**src/rtl/lc3b_types.sv**
```systemverilog
// Shared LC-3b types: the 16-bit data word and the memory responder state encoding.
package lc3b_types;

    typedef logic [15:0] lc3b_word;

    typedef enum logic [1:0] {
        IDLE = 2'd0,
        WAIT = 2'd1,
        DONE = 2'd2
    } lc3b_memstate;

endpackage

```
**src/rtl/mem_array.sv**
```systemverilog
// Word-addressed storage with independent byte-lane writes and a combinational read port.
module mem_array
    import lc3b_types::*;
#(
    parameter int DEPTH_WORDS = 256,
    parameter int AW          = (DEPTH_WORDS > 1) ? $clog2(DEPTH_WORDS) : 1
) (
    input  logic          clk,
    input  logic          we,
    input  logic [1:0]    be,
    input  logic [AW-1:0] addr,
    input  lc3b_word      wdata,
    output lc3b_word      rdata
);

    lc3b_word mem_q [DEPTH_WORDS];

    always_ff @(posedge clk) begin
        if (we) begin
            if (be[0]) mem_q[addr][7:0]  <= wdata[7:0];
            if (be[1]) mem_q[addr][15:8] <= wdata[15:8];
        end
    end

    assign rdata = mem_q[addr];

endmodule

```
**src/rtl/mem_responder.sv**
```systemverilog
// Fixed-latency memory responder: accepts one request in IDLE, answers LATENCY cycles later.
// Optional MEM_RESPONDER_ERR_EN adds mem_err for read+write collisions and out-of-range addresses.
module mem_responder
    import lc3b_types::*;
#(
    parameter int LATENCY     = 4,
    parameter int DEPTH_WORDS = 256
) (
    input  logic        clk,
    input  logic        rst,
    input  logic        mem_read,
    input  logic        mem_write,
    input  logic [1:0]  mem_byte_enable,
    input  logic [15:0] mem_address,
    input  lc3b_word    mem_wdata,
    output lc3b_word    mem_rdata,
    output logic        mem_resp
`ifdef MEM_RESPONDER_ERR_EN
    ,
    output logic        mem_err
`endif
);

    localparam int AW = (DEPTH_WORDS > 1) ? $clog2(DEPTH_WORDS) : 1;

    lc3b_memstate  state_q, state_d;
    logic [3:0]    cnt_q, cnt_d;
    logic          is_read_q, is_read_d;
    logic          is_write_q, is_write_d;
    logic [1:0]    be_q, be_d;
    logic [AW-1:0] idx_q, idx_d;
    lc3b_word      wdata_q, wdata_d;
    logic          resp_q, resp_d;
    lc3b_word      rdata_q, rdata_d;
    lc3b_word      arr_rdata;
    logic          arr_we;
    logic          unused_addr;

    assign unused_addr = ^mem_address;

    always_comb begin
        state_d    = state_q;
        cnt_d      = cnt_q;
        is_read_d  = is_read_q;
        is_write_d = is_write_q;
        be_d       = be_q;
        idx_d      = idx_q;
        wdata_d    = wdata_q;
        case (state_q)
            IDLE: begin
                if (mem_read || mem_write) begin
                    is_read_d  = mem_read;
                    // A simultaneous read and write resolves to a read only.
                    is_write_d = mem_write && !mem_read;
                    be_d       = mem_byte_enable;
                    idx_d      = mem_address[AW:1];
                    wdata_d    = mem_wdata;
                    if (LATENCY == 1) begin
                        state_d = DONE;
                    end else begin
                        state_d = WAIT;
                        cnt_d   = 4'(LATENCY - 2);
                    end
                end
            end
            WAIT: begin
                if (cnt_q == 4'd0) state_d = DONE;
                else               cnt_d   = cnt_q - 4'd1;
            end
            DONE:    state_d = IDLE;
            default: state_d = IDLE;
        endcase
    end

    // Read data is captured on entry to DONE; storage only changes at the end of DONE.
    always_comb begin
        resp_d  = (state_d == DONE);
        rdata_d = (state_d == DONE && is_read_d) ? arr_rdata : 16'h0000;
    end

    assign arr_we = (state_q == DONE) && is_write_q && !rst;

    always_ff @(posedge clk) begin
        if (rst) begin
            state_q <= IDLE;
            cnt_q   <= 4'd0;
            resp_q  <= 1'b0;
            rdata_q <= 16'h0000;
        end else begin
            state_q <= state_d;
            cnt_q   <= cnt_d;
            resp_q  <= resp_d;
            rdata_q <= rdata_d;
        end
    end

    always_ff @(posedge clk) begin
        is_read_q  <= is_read_d;
        is_write_q <= is_write_d;
        be_q       <= be_d;
        idx_q      <= idx_d;
        wdata_q    <= wdata_d;
    end

    mem_array #(
        .DEPTH_WORDS (DEPTH_WORDS),
        .AW          (AW)
    ) u_mem_array (
        .clk   (clk),
        .we    (arr_we),
        .be    (be_q),
        .addr  (idx_d),
        .wdata (wdata_q),
        .rdata (arr_rdata)
    );

    assign mem_resp  = resp_q;
    assign mem_rdata = rdata_q;

`ifdef MEM_RESPONDER_ERR_EN
    logic err_flag_q, err_flag_d;
    logic err_q, err_d;

    always_comb begin
        err_flag_d = err_flag_q;
        if (state_q == IDLE && (mem_read || mem_write))
            err_flag_d = (mem_read && mem_write) ||
                         ({1'b0, mem_address[15:1]} >= 16'(DEPTH_WORDS));
        err_d = (state_d == DONE) && err_flag_d;
    end

    always_ff @(posedge clk) begin
        err_flag_q <= err_flag_d;
        if (rst) err_q <= 1'b0;
        else     err_q <= err_d;
    end

    assign mem_err = err_q;
`endif

endmodule

```
**config.mk**
```make
export PLATFORM = sky130hd
export DESIGN_NAME = mem_responder
export DESIGN_NICKNAME = d
export VERILOG_FILES = /design/src/rtl/lc3b_types.sv /design/src/rtl/mem_array.sv /design/src/rtl/mem_responder.sv
export SDC_FILE = /design/constraint.sdc
export NUM_CORES = 2
export LEC_CHECK = 0
export CAP_MARGIN = 25
export CORE_MARGIN = 8
export CORE_UTILIZATION = 60
export CTS_BUF_LIST = sky130_fd_sc_hd__clkbuf_8
export CTS_CLUSTER_SIZE = 30
export DETAILED_ROUTE_END_ITERATION = 12
export PLACE_DENSITY = 0.79
export SYNTH_ARGS = -nofsm -noshare
export SYNTH_HDL_FRONTEND = slang
export SYNTH_SLANG_ARGS = --single-unit
```
**constraint.sdc**
```tcl
create_clock -name clk -period 6.9 [get_ports clk]
set_input_delay 0.69 -clock clk [delete_from_list [all_inputs] [get_ports clk]]
set_output_delay 0.69 -clock clk [all_outputs]
set_load 0.02 [all_outputs]
```
==> metrics.txt <==
synthesized netlist cell count=9825; count leader, synth=edfxtp_1; Final Max Tran Viols=0; PnR worst setup slack=1610 ps; Initial Utilization=0.602; H-tree depth=6; Clock Skews=76.0 ps; routed via count=93800; Final Hold Viols=0; grt ovf=0; Primary FF master, synth=edfxtp_1; Core ar.=268000 sq um; overall die width=534 um; CP Max Fanout=95; post-synth top area share=0.767; Post-route DRC=0; violation count after the first detailed-route iteration=14600; Max Cap Viol=0; final WL=415 mm; RSZ-0062 raised after global routing=no; Worst slew margin=0.195; gr usage total=0.283; CTS sink cnt=4147; I/O Pins=55; Inst Count DP=13000; Routed Antenna Nets=0; Post-DP HPWL=239 mm; largest area contributor in the netlist=edfxtp_1; Post-Place Setup Slack=1220 ps; sequential fraction of the synthesis area=0.771; Buffers on Ports=46; CTS tree=yes; top cells by area, synth=edfxtp_1, mux4_2, nand2_1; Synth-to-Final Area Change=9.86%; largest net degree at the start of global routing=201; vias in the first global route=92000; syn_area_per_cell=16.4 sq um; gpl congestion=0.904; Yosys warning total=0; WP data required=7880 ps; Lkg Pwr=57.1 nW; ys async rst share=0; first-pass GRT wire length=600 mm; initial antenna violation count=25; share of cells above drive strength 1=0.149; mapped cell area=161000 sq um; router iterations before antenna repair=6; site row count=190; WS Path Type=register to register; setup TNS=0 ps; Non-Filler Instances=14100; Worst setup SP type=register; Final min period=5290 ps; CTS Buf Count=619; Resized cells post-CTS=0; CTS max path bufs=4; WHS=213 ps; Final Cycle Share=0.766; FMAX=0.189 GHz; worst skew pair latency=1080 ps; Post-DP Area=166000 sq um; commonest cells in the netlist=edfxtp_1, nand2_1, nand3_1, nor2_1, mux4_2; final setup vio count=0; CTS Hold Bufs=0; fin nets=10100; worst hold path depth=1; DIE AREA=286000 sq um; Via-to-Cell Ratio=6.65; Clock transition at path regs=60 ps; count of cell types in the netlist=71; CP endpoint kind=register; Hold Path Class=input pin to register; status=complete, no violations; Synth Register Bits=4147; power per cell area=314 nW/um^2; Post-synth EDFFs=4115; post-route cell area=177000 sq um; Root Buffer=clkbuf_8; drt wl/cell=29.4 um; die height=534 um; Arr. time, crit path=6270 ps; r2r worst-path depth=11; Worst Max-Slew Pin Slew=1210 ps; Mapped Nets=9865; Peak supply drop=205 uV; postcts setup bufs=0
-- per-layer routing --
metal	part of all wire	track usage	up-vias	wire, um
met5	0.00049	0	-	205
met4	0.060	0.155	28	25100
met3	0.14	0.0811	1230	57000
met2	0.46	0.426	7212	189000
met1	0.35	0.376	46600	143000
li1	-	-	38700	-
-- power breakdown --
group	internal [mW]	total [mW]	leakage (nW)	switching, mW
Combinational	2.74	9.10	13.4	6.36
Sequential	28.2	28.3	37.2	0.0609
Clock	8.99	18.3	6.41	9.29
Total	40.0	55.7	57.1	15.7
-- final timing paths --
check                                           start                       to  slack (ps)
worst max-delay path            state_q[0]$_SDFF_PP0_  mem_rdata[2]$_SDFF_PP0_        1610
worst min-delay path                     mem_wdata[7]     wdata_q[7]$_DFFE_PP_         210
worst max register to register  state_q[0]$_SDFF_PP0_  mem_rdata[2]$_SDFF_PP0_        1610
worst min register to register  cnt_q[0]$_SDFFE_PP0P_    cnt_q[0]$_SDFFE_PP0P_         560
-- area by class of cell --
type	instances	area, sq um
inverter	13	80.1
fill	17000	90600
tap	3552	4440
clock inverter	458	2260
clock buffer	644	8860
timing repair buffer	265	2860
multi-input combinational	5014	34300
antenna	15	37.5
sequential	4147	124000
-- critical path, stage by stage (launching register included) --
cell and delay, ps:
dfxtp_1 330, nor2_1 720, nand2_1 240, a21oi_4 540, inv_8 380, nor2_4 430, buf_4 650, a22oi_1 270
a21oi_1 380, nand4_1 600, and3_1 460, nand4_1 100
-- metrics by stage --
step / power [mW] / util
detailed placement: 37.7 / 0.619
global route: 57.2 / 0.661
CTS: 55.5 / 0.661
finish: 55.7 / 0.662
global placement: 37.4 / 0.619
floorplan: 34.5 / -
-- placed cells by master, fill, tap and decap left out, types with 73 or more instances in the layout --
cell type	instances
nand3_1	701
inv_1	207
edfxtp_1	4115
a21oi_1	252
nor2_1	554
clkbuf_8	644
a31oi_1	123
mux2i_1	91
buf_4	161
clkinv_1	146
a211oi_1	82
a311oi_1	73
a22oi_1	164
nand2_1	1823
mux4_2	523
and3_1	132
o21ai_0	80
-- sequential cells by signal, indices dropped and copies added (netlist names) --
name,cells
be_q,2
cnt_q,4
idx_q,8
is_read_q,1
state_q,2
mem_resp,1
wdata_q,16
mem_rdata,16
is_write_q,1
u_mem_array.mem_q,4096
-- cells by family (layout without fill, tap and decap cells) --
family / Yosys count / count (layout) / synth area share
DFF: 4147 / 4147 / 0.771
and+or+nand+nor: 3346 / 3346 / 0.0871
AOI/OAI and AO/OA: 1046 / 1046 / 0.0443
buffers and inverters: 664 / 1380 / 0.0188
muxes: 618 / 618 / 0.0790
adders and majority gates: 2 / 2 / 0.000155
xor gates and xnor gates: 2 / 2 / 0.000109
other: 0 / 15 / 0
Note: power is estimated with default switching activity, not from simulation.
